<file path="src/rtl/truth_table_sweeper.sv">
// truth_table_sweeper
//   Drives all eight input rows of a 3-input gate under test, holds each row
//   for SETTLE cycles, samples the gate output twice per row and assembles the
//   observed truth table. At the end of a sweep the table is compared against
//   the expected code captured at start.
//
//   Row r = {in1,in2,in3} maps to table bit (7-r).
//
// Ports
//   clk_i         sole clock, rising edge
//   reset_i       synchronous, active-high reset
//   start_i       request a sweep
//   abort_i       cancel a running sweep (priority over start)
//   expected_i    expected truth-table code, captured on accepted start
//   gate_out_i    output of the gate under test
//   in1_o..in3_o  registered drive to the gate (in1 = MSB of row index)
//   busy_o        sweep in progress
//   done_o        one-cycle completion pulse
//   pass_o        table matches expected and no row was unstable
//   table_o       observed truth table
//   mismatch_o    table XOR expected, per row
//   unstable_o    per-row disagreement between the two samples
//
// state    | meaning
// ---------+-----------------------------------------------------------
// S_IDLE   | drive 000, wait for start
// S_RUN    | hold current row, sample twice, advance row
// S_FINISH | one-cycle done pulse; results already registered
module truth_table_sweeper #(
   parameter int unsigned SETTLE = 4
) (
   input  logic       clk_i,
   input  logic       reset_i,
   input  logic       start_i,
   input  logic       abort_i,
   input  logic [7:0] expected_i,
   input  logic       gate_out_i,
   output logic       in1_o,
   output logic       in2_o,
   output logic       in3_o,
   output logic       busy_o,
   output logic       done_o,
   output logic       pass_o,
   output logic [7:0] table_o,
   output logic [7:0] mismatch_o,
   output logic [7:0] unstable_o
);

   typedef enum logic [1:0] {
      S_IDLE   = 2'd0,
      S_RUN    = 2'd1,
      S_FINISH = 2'd2
   } state_t;

   localparam logic [7:0] CNT_S0  = 8'(SETTLE - 2);
   localparam logic [7:0] CNT_FIN = 8'(SETTLE - 1);

   state_t     state_q, state_d;
   logic [2:0] row_q, row_d;
   logic [7:0] cnt_q, cnt_d;
   logic       s0_q, s0_d;
   logic [7:0] exp_q, exp_d;
   logic [2:0] drive_q, drive_d;
   logic [7:0] table_q, table_d;
   logic [7:0] unstable_q, unstable_d;
   logic [7:0] mismatch_q, mismatch_d;
   logic       pass_q, pass_d;
   logic       launch;
   logic [2:0] bit_idx;

   assign bit_idx = 3'd7 - row_q;

   always_comb begin
      state_d    = state_q;
      row_d      = row_q;
      cnt_d      = cnt_q;
      s0_d       = s0_q;
      exp_d      = exp_q;
      drive_d    = drive_q;
      table_d    = table_q;
      unstable_d = unstable_q;
      mismatch_d = mismatch_q;
      pass_d     = pass_q;
      launch     = 1'b0;

      case (state_q)
         S_IDLE: begin
            drive_d = 3'd0;
            if (start_i && !abort_i) launch = 1'b1;
         end

         S_RUN: begin
            if (abort_i) begin
               state_d = S_IDLE;
               drive_d = 3'd0;
               cnt_d   = 8'd0;
            end else begin
               cnt_d = cnt_q + 8'd1;
               if (cnt_q == CNT_S0) s0_d = gate_out_i;
               if (cnt_q == CNT_FIN) begin
                  table_d[bit_idx]    = gate_out_i;
                  unstable_d[bit_idx] = s0_q ^ gate_out_i;
                  cnt_d               = 8'd0;
                  if (row_q == 3'd7) begin
                     // Results are registered on entry to FINISH so they are
                     // valid in the same cycle as the done pulse.
                     state_d    = S_FINISH;
                     drive_d    = 3'd0;
                     mismatch_d = table_d ^ exp_q;
                     pass_d     = (mismatch_d == 8'd0) && (unstable_d == 8'd0);
                  end else begin
                     row_d   = row_q + 3'd1;
                     drive_d = row_q + 3'd1;
                  end
               end
            end
         end

         S_FINISH: begin
            state_d = S_IDLE;
            drive_d = 3'd0;
            // A start seen while leaving FINISH begins the next sweep directly,
            // giving back-to-back sweeps 8*SETTLE+1 cycles apart.
            if (start_i && !abort_i) launch = 1'b1;
         end

         default: begin
            state_d = S_IDLE;
            drive_d = 3'd0;
         end
      endcase

      if (launch) begin
         state_d    = S_RUN;
         exp_d      = expected_i;
         table_d    = 8'd0;
         unstable_d = 8'd0;
         row_d      = 3'd0;
         cnt_d      = 8'd0;
         drive_d    = 3'd0;
      end
   end

   always_ff @(posedge clk_i) begin
      if (reset_i) begin
         state_q    <= S_IDLE;
         row_q      <= 3'd0;
         cnt_q      <= 8'd0;
         s0_q       <= 1'b0;
         exp_q      <= 8'd0;
         drive_q    <= 3'd0;
         table_q    <= 8'd0;
         unstable_q <= 8'd0;
         mismatch_q <= 8'd0;
         pass_q     <= 1'b0;
      end else begin
         state_q    <= state_d;
         row_q      <= row_d;
         cnt_q      <= cnt_d;
         s0_q       <= s0_d;
         exp_q      <= exp_d;
         drive_q    <= drive_d;
         table_q    <= table_d;
         unstable_q <= unstable_d;
         mismatch_q <= mismatch_d;
         pass_q     <= pass_d;
      end
   end

   assign in1_o      = drive_q[2];
   assign in2_o      = drive_q[1];
   assign in3_o      = drive_q[0];
   assign busy_o     = (state_q == S_RUN) || (state_q == S_FINISH);
   assign done_o     = (state_q == S_FINISH);
   assign pass_o     = pass_q;
   assign table_o    = table_q;
   assign mismatch_o = mismatch_q;
   assign unstable_o = unstable_q;

endmodule
</file>
<file path="config.mk">
export PLATFORM = sky130hd
export DESIGN_NAME = truth_table_sweeper
export DESIGN_NICKNAME = d
export VERILOG_FILES = /design/src/rtl/truth_table_sweeper.sv
export SDC_FILE = /design/constraint.sdc
export NUM_CORES = 1
export LEC_CHECK = 0
export CAP_MARGIN = 20
export CELL_PAD_IN_SITES_DETAIL_PLACEMENT = 0
export CELL_PAD_IN_SITES_GLOBAL_PLACEMENT = 1
export CORE_AREA = 2 2 79 81
export CTS_BUF_LIST = sky130_fd_sc_hd__clkbuf_8
export CTS_CLUSTER_DIAMETER = 80
export CTS_CLUSTER_SIZE = 16
export DETAILED_ROUTE_END_ITERATION = 10
export DIE_AREA = 0 0 81 83
export DONT_BUFFER_PORTS = 1
export PLACE_DENSITY_LB_ADDON = 0.05
export SETUP_SLACK_MARGIN = 0.3
export SLEW_MARGIN = 10
export SYNTH_ARGS = -nofsm -noshare
export SYNTH_HDL_FRONTEND = slang
export SYNTH_SLANG_ARGS = --single-unit
</file>
<file path="constraint.sdc">
create_clock -name clk_i -period 1.65 [get_ports clk_i]
set_input_delay 0.2475 -clock clk_i [delete_from_list [all_inputs] [get_ports clk_i]]
set_output_delay 0.2475 -clock clk_i [all_outputs]
set_load 0.03 [all_outputs]
</file>
==> metrics <==
mux share of post-synthesis cell area=12.5%; Cell variety after synth=42; critical path startpoint=row_q[0]; Die Span X=approximately 81 um; sw frac=24.6%; final net count=378; Antenna Nets Post-Route=0; Setup CP Type=flip-flop to flip-flop; Area contributors post-synth=dfxtp_1, mux2i_1, nor2_1, a21oi_1, nand2_1; Hold Path Class=input port to flip-flop; drt first-iter violations=93; share of cells above drive strength 1=46.5%; measured slew at the worst slew-check pin=~0.68 ns; Net Count, Synth=~310; first-pass GRT wire length=11100 um; Tot GR Track Use=21.3%; row count=28; clk sinks=50; RSZ-0062 raised after global routing=true; Post-synth ARST share=0%; num ports=43; yosys warns=0; Final Hold Fails=0; final slew viol count=0; sequential fraction of design power=54.5%; endpoint class of the critical path=flip-flop; Crit Path Max Fanout=5; slew margin rel.=~55%; diode count=0; Net Sw Power=0.553 mW; combinational power share=9.3%; setup ws final=-0.0236 ns; Synth Area in Adders=3.52%; Core Region=5820 um^2; combinational family with the most area after synthesis=simple AND/OR/NAND/NOR gates; final setup fails=1; Worst-Skew Late Latency=~0.3 ns; TritonCTS clock tree=done; HPWL after DPL=4910 um; Die ar.=a little under 7000 um^2; Fin Hold WS=0.0652 ns; top-area cell type share of the netlist area=40.3%; Avg Cell Area, Syn=around 8.5 um^2; port bufs=0; initial core utilization=42.7%; Int Pwr=1.70 mW; Yosys reg bits=50; number of synthesized flops with an enable pin=0; Seq/Total Area, Yosys=40.3%; PwrDens=about 600 nW/um^2; CTS clk-pin slew, worst paths=0.10 ns; via count=2273; period utilization=101%; max-cap viol count=0; Synth Area in Compound Gates=8.71%; First-pass DRT Iterations=4; Simple-Gate Fraction of Synth Area=approximately a quarter; Worst Path Arrival=1.92 ns; r2r endpoint=pass_o; placed cells=~400; Root Buffer=clkbuf_8; Critical Path RT=about 1.9 ns; most frequent cells in the layout=buf_4, dfxtp_1, nor2_1; Post-route DRC=0; xor-xnor portion of the synthesized cell area=about 3.5%; Leak Pwr=1.51 nW; Final Instance Count excl. Fillers=between 400 and 500; H-tree levels=2; Synth area leader=dfxtp_1; most common cell after layout, fill and taps aside=buf_4; top_reg_cell synth=dfxtp_1; flop2flop setup slack=-0.02 ns; antenna violations before repair=0; clock share of power=between 30% and 40%; worst r2r path cells=7; R2R Path Start=row_q[0]; number of global-route vias before repair=approximately 2.2k; Total Wirelength=7160 um; CP Launch Type=flip-flop; fin crit period=1.67 ns; Syn-to-layout area delta=50.0%; final setup skew=0.00651 ns; post-synthesis cell area=2490 um^2; failing checks=setup timing; CTS Buffer Depth=2; Via density=5.24; Wirelength per Cell=16.5 um; Critical Path Sink=pass_o; Max Freq=between 500 and 600 MHz; largest net degree at the start of global routing=19; gr ovfl total=0; Num CTS Buffers=5; Die H=83 um; Place WS=-0.0966 ns; Placer Congestion=about 0.84; Max VDD drop=around 0.4 mV; Mapped Cells=around 290; outcome=finished with violations
[final cells by class]
class	count	area, um^2
flip-flops and latches	50	1020
multi-input cells	214	1800
well taps	75	93.8
repair buffers	79	681
inverters	8	35.0
clock buffers	7	96.3
fillers	510	2090
clock inverters	1	8.76
[critical path: stages (launching register included)]
cell and delay (ns):
dfxtp_4 0.38, buf_8 0.12, or3_4 0.42, mux2i_4 0.20, xnor2_2 0.15, nor4_2 0.14
nand2_1 0.08, o21ai_1 0.12
[layer usage]
layer	wire [um]	global-route usage [%]	share of wire, %
met2	3390	33.1	47
met1	3370	29.0	47
met3	306	4.89	4.3
met5	0	0	0
met4	97	6.47	1.4
[Yosys cell counts, types with 8 or more instances]
cell	number
o21ai_0	9
nor2_1	41
xnor2_1	9
dfxtp_1	50
clkbuf_1	8
a21oi_1	22
nand3_1	8
mux2i_1	31
nand2_1	26
nor3_1	10
[power groups by stage]
stage	logic, mW	clock network, mW	registers (mW)
after global placement	0.155	0	1.26
after global routing	0.226	0.866	1.23
after detailed placement	0.156	0	1.26
final	0.209	0.815	1.23
after floorplan	0.131	0	1.26
after CTS	0.191	0.824	1.23
[state kept, by name (all words and copies together) (netlist names)]
register,flops
cnt_q,8
exp_q,8
mismatch_o,8
table_o,8
unstable_o,8
drive_q,3
row_q,3
state_q,2
pass_o,1
s0_q,1
[through the flow]
step	util [%]	power (mW)	setup TNS (ns)	instance area, um^2
floorplan	-	1.39	0	2700
global placement	53.0	1.41	-0.185	3080
detailed placement	53.0	1.41	-0.171	3080
CTS	60.9	2.24	-0.0274	3540
global route	64.1	2.32	-0.422	3730
finish	64.1	2.25	-0.0236	3730
[repair_timing]
item	CTS	global route
gates resized for setup	62	33
setup endpoints to repair	43	52
setup buffers	11	5
hold buffers	2	1
pin swaps	28	28
hold endpoints to repair	14	1
[cell families (layout without fill, tap and decap cells)]
logic type      count (synthesis)  count (layout)
flops                          50              50
xor+xnor                       10              10
compound gates                 40              40
simple gates                  126             126
mux                            31              31
buf+inv                        27              95
fa+ha+maj                       7               7
[how the worst min path moves through the flow]
stage                     depth (start not counted)          to  slack, ns          start
final                                             2  table_o[0]       0.07     gate_out_i
after global routing                              2  table_o[0]       0.05     gate_out_i
after CTS                                         1    exp_q[0]      0.002        reset_i
after detailed placement                          1  state_q[0]       0.31        reset_i
after global placement                            1  state_q[0]       0.31        reset_i
after floorplan                                   2    exp_q[0]       0.39  expected_i[0]
Power figures use the tool's default switching activity.
==> edit 1 (same flow settings) <==
Encoding of `state_t`: now one-hot (3 bits for 3 states).
--- a/src/rtl/truth_table_sweeper.sv
+++ b/src/rtl/truth_table_sweeper.sv
@@ -48,6 +48,6 @@
 
-   typedef enum logic [1:0] {
-      S_IDLE   = 2'd0,
-      S_RUN    = 2'd1,
-      S_FINISH = 2'd2
+   typedef enum logic [2:0] {
+      S_IDLE   = 3'b001,
+      S_RUN    = 3'b010,
+      S_FINISH = 3'b100
    } state_t;
Check against the original RTL: no difference found for any inputs over 10 cycles, from zero or initial values and one cycle with reset_i high; not proved beyond that.
==> edit 1 against the original RTL <==
The run still ends with setup timing left; area after synthesis increased by 1.1%; setup slack got worse by 0.25 ns; wire length is 1.5% higher; cell area up 2.6%; clock skew about the same; power up 5.2%; sequential cell count is 1 higher; critical path type unchanged.
==> edit 1: results (changes against the original RTL) <==
- Final Wtd Congestion: 0.762 (-9.5%)
- First-pass GRT wire length: 11,500 um (+3.8%)
- Largest net degree at the start of global routing: 32 (+13)
- Non-clk bufs: 91 (+15%)
- Yosys cell types: 46 (+9.5%)
- Inverters: 4 (-4)
- Fin worst setup slack: -0.274 ns (-0.251 ns)
- Critical path arrival: 2.19 ns (+0.27 ns)
- Final setup viols: 29 (+28)
- Violated checks: setup timing
- DP Area: 3060 um2 (-0.61%)
- Crit-path max cell delay: 0.35 ns (-0.07 ns)
- Finished Layout Cells: 449 (+3.5%)
- Most frequent cells after synthesis: 51 x dfxtp_1, 43 x nor2_1, 30 x mux2i_1
- Run status: finished with violations
- Postcts setup bufs: 15 (+4)
- Routed len/inst: 16.2 um (-1.9%)
- Avg Cell Area, Syn: 8.55 um2 (about the same)
- Final nets: 390 (+3.2%)
- Placed cells: 413 (+1.5%)
- Fill count: 506 (-0.78%)
- Vias in the first global route: 2,362 (+8.6%)
- Synth Area in Adders: 1.99% (-1.5 points)
- Peak supply drop: 0.000390 V (+0.20%)
- Reg2Reg Launch Point: cnt_q[5]$_SDFFE_PP0P_
- Lkg Pwr: 0.00154 uW (+1.4%)
- Compound-cell area share of the yosys netlist: 11.1% (+2.4 points)
- Flops & latches, synth: 51 (+2.0%)
- Synth Area in XOR/XNOR: 3.83% (+0.31 points)
- Worst reg2reg path depth: 6 (-1)
- Slowest-stage cell, CP: dfxtp_2
edit 1: worst min-delay path by stage:
stage                              from                          to  slack, ns  cells after the start
after floorplan           expected_i[0]       exp_q[0]$_SDFFE_PP0P_       0.39                      2
after global placement          reset_i  mismatch_o[1]$_SDFFE_PP0P_       0.32                      1
after detailed placement        reset_i  mismatch_o[1]$_SDFFE_PP0P_       0.32                      1
after CTS                       abort_i     drive_q[2]$_SDFFE_PP0P_      0.003                      1
after global routing         gate_out_i     table_o[0]$_SDFFE_PP0P_       0.03                      2
final                           reset_i     state_q[0]$_SDFFE_PP1P_       0.05                      1
edit 1: routing by layer:
layer  vias to the layer above  GRT usage, %  share of wire [%]
met2                        40          39.0                 52
met3                        10          5.22                3.8
met4                         0          5.70                1.3
met5                         -             0                  0
met1                      1111          25.8                 42
li1                       1188             -                  -
edit 1: power breakdown:
part	switching, uW	internal [uW]	leakage [uW]
Combinational	105	109	0.00106
Clock	447	453	0.0000581
Sequential	11.9	1240	0.000417
Total	564	1800	0.00154
==> edit 2 (same settings) <==
Made on the original files. Reset style: asynchronous (`reset_i`), changed in one clocked block. Comments in the files are not updated.
--- a/src/rtl/truth_table_sweeper.sv
+++ b/src/rtl/truth_table_sweeper.sv
@@ -143,3 +143,3 @@
 
-   always_ff @(posedge clk_i) begin
+   always_ff @(posedge clk_i or posedge reset_i) begin
       if (reset_i) begin
Formal check against the unedited RTL: differs if reset_i is asserted again (counterexample within 4 cycles, from zero or initial values and one cycle with reset_i high); with reset_i held inactive, the same outputs for 10 cycles.
==> edit 2 against the original RTL <==
Sequential cell count did not move; critical path depth unchanged; die area stayed put; fmax decreased by 11%; synthesized cell count shrank 12%; the flow still finishes with violations (setup timing); cell area rose by 12%; largest cell class unchanged; area after synthesis is 0.60% higher; cell count rose by 0.46%; wire length up 3.1%; worst hold slack worse by 0.017 ns; setup slack lost 0.21 ns.
Power is not compared: it rests on default switching activity, and its combinational part moved more than twofold at a synthesized area within 25%.
==> edit 2: results (changes against the original RTL) <==
- Final Wtd Congestion: 0.839 (-0.38%)
- Port Buffers: 0 (unchanged)
- Final nets: 380 (+0.53%)
- Cts bufs inserted: 5 (unchanged)
- Worst Skew: 0.00836 ns (+0.00185 ns)
- Initial DRT Pass Iterations: 4 (unchanged)
- Most frequent cells after synthesis: 54 x nand2_1, 50 x dfrtp_1, 26 x o21ai_0
- Met2 routed WL: 3930 um (+16%)
- Run status: finished with violations
- Slowest-stage cell, CP: dfrtp_2
- Violated checks: setup timing
- Uppermost layer routed: met4
- Placed cells: 393 (-3.4%)
- Final setup viols: 33 (+32)
- Fill count: 427 (-16%)
- Max-slew headroom: 66.5% (+12 points)
- Sequential area share after synthesis: 50.0% (+9.8 points)
- CP Max Fanout: 5 (unchanged)
- Total number of vias: 2,301 (+1.2%)
- Clock Path Buffers: 2 (unchanged)
- Post-synthesis cell count: 255 (-12%)
- Critical path arrival: 2.10 ns (+0.18 ns)
- Overall routing resource usage: 22.0% (+0.75 points)
- Vias in the first global route: 2,297 (+5.6%)
- Synth Net Count: 275 (-12%)
- Met1 wire length: 3120 um (-7.5%)
- Yosys cell types: 42 (unchanged)
- Post-synth ARST share: 100% (+100 points)
- First-pass GRT wire length: 11,500 um (+3.5%)
- Fin worst setup slack: -0.230 ns (-0.206 ns)
- Final HPWL DP: 4900 um (-0.20%)
- Clock root buffer: clkbuf_8
- Routed len/inst: 16.9 um (+2.7%)
- Largest net degree at the start of global routing: 32 (+13)
- Setup WS pre-CTS: -0.264 ns (-0.167 ns)
- Maxcap violations: 0 (unchanged)
- DR WL met3: 241 um (-21%)
- DR vias/cell: 5.28 (+0.77%)
- Detailed Route Iter0 Violations: 119 (+28%)
- Crit-path max cell delay: 0.45 ns (+0.03 ns)
- Crit path max-delay family: simple AND/OR/NAND/NOR gates
- Lkg Pwr: 0.00192 uW
- Area contributors post-synth: dfrtp_1 50%, nand2_1 8.1%, o21ai_0 5.2%
- Share of cells above drive strength 1: 55.7% (+9.2 points)
[edit 2: layout make-up]
cell class	instances	area (um2)	share of cell area [%]
tap	75	93.8	2.25
clock buffer	6	82.6	1.98
multi-input combinational	192	1660	39.6
inverter	5	25.0	0.599
timing repair buffer	106	1000	24.0
sequential	50	1260	30.1
clock inverter	2	60.1	1.44
[edit 2: what timing repair did]
action / 4_1_cts / 5_1_grt
pin swaps: 27 / 32
hold endpoints to repair: 19 / 0
endpoints found under the setup margin: 52 / 52
gates cloned: 3 / 0
setup buffers: 18 / 13
gates resized for setup: 82 / 26
hold buffers: 1 / 0
[edit 2: kinds of logic after synthesis]
logic type,after synthesis,share of synthesized area (%)
and+or+nand+nor,105,20.4
AOI/OAI and AO/OA,53,14.0
DFF,50,50.0
xor gates and xnor gates,16,5.60
buffers and inverters,14,2.35
muxes,10,4.10
adders and majority gates,7,3.50
[edit 2: path summary, 6_finish.rpt]
check                                startpoint                        end  slack, ns  cells after the start
setup / recovery           row_q[0]$_DFFE_PP0P_         pass_o$_DFFE_PP0P_      -0.23                      7
hold / removal                    expected_i[6]       exp_q[6]$_DFFE_PP0N_       0.05                      2
setup reg to reg           row_q[0]$_DFFE_PP0P_         pass_o$_DFFE_PP0P_      -0.23                      7
hold reg to reg            exp_q[5]$_DFFE_PP0N_       exp_q[5]$_DFFE_PP0N_       0.52                      2
max in group asynchronous               reset_i       row_q[1]$_DFFE_PP0P_       0.71                      3
min in group asynchronous               reset_i  unstable_o[4]$_DFFE_PP0P_       0.42                      2
[edit 2: per-layer routing]
metal	vias to the layer above	global-route usage [%]
met5	-	0
met1	1138	28.4
met4	0	5.86
met2	37	37.1
met3	8	4.57
li1	1118	-
[edit 2: power by group through the flow]
| stage | registers (uW) | clock network [uW] | logic, uW |
|---|---|---|---|
| detailed placement | 1520 | 0 | 1160 |
| global placement | 1520 | 0 | 1160 |
| finish | 1510 | 1070 | 1720 |
| CTS | 1500 | 1090 | 1570 |
| global route | 1520 | 1140 | 1830 |
| floorplan | 1510 | 0 | 708 |
[edit 2: metrics by stage]
step	setup TNS [ns]	utilization (%)	hold WS [ns]	instance area, um2	power, uW
detailed placement	-3.35	56.5	0.166	3290	2690
global route	-5.65	71.8	0.0404	4180	4500
global placement	-3.12	56.5	0.160	3290	2680
CTS	-2.14	68.0	0.0441	3950	4160
floorplan	-0.131	-	0.290	2690	2210
finish	-2.65	71.8	0.0486	4180	4300
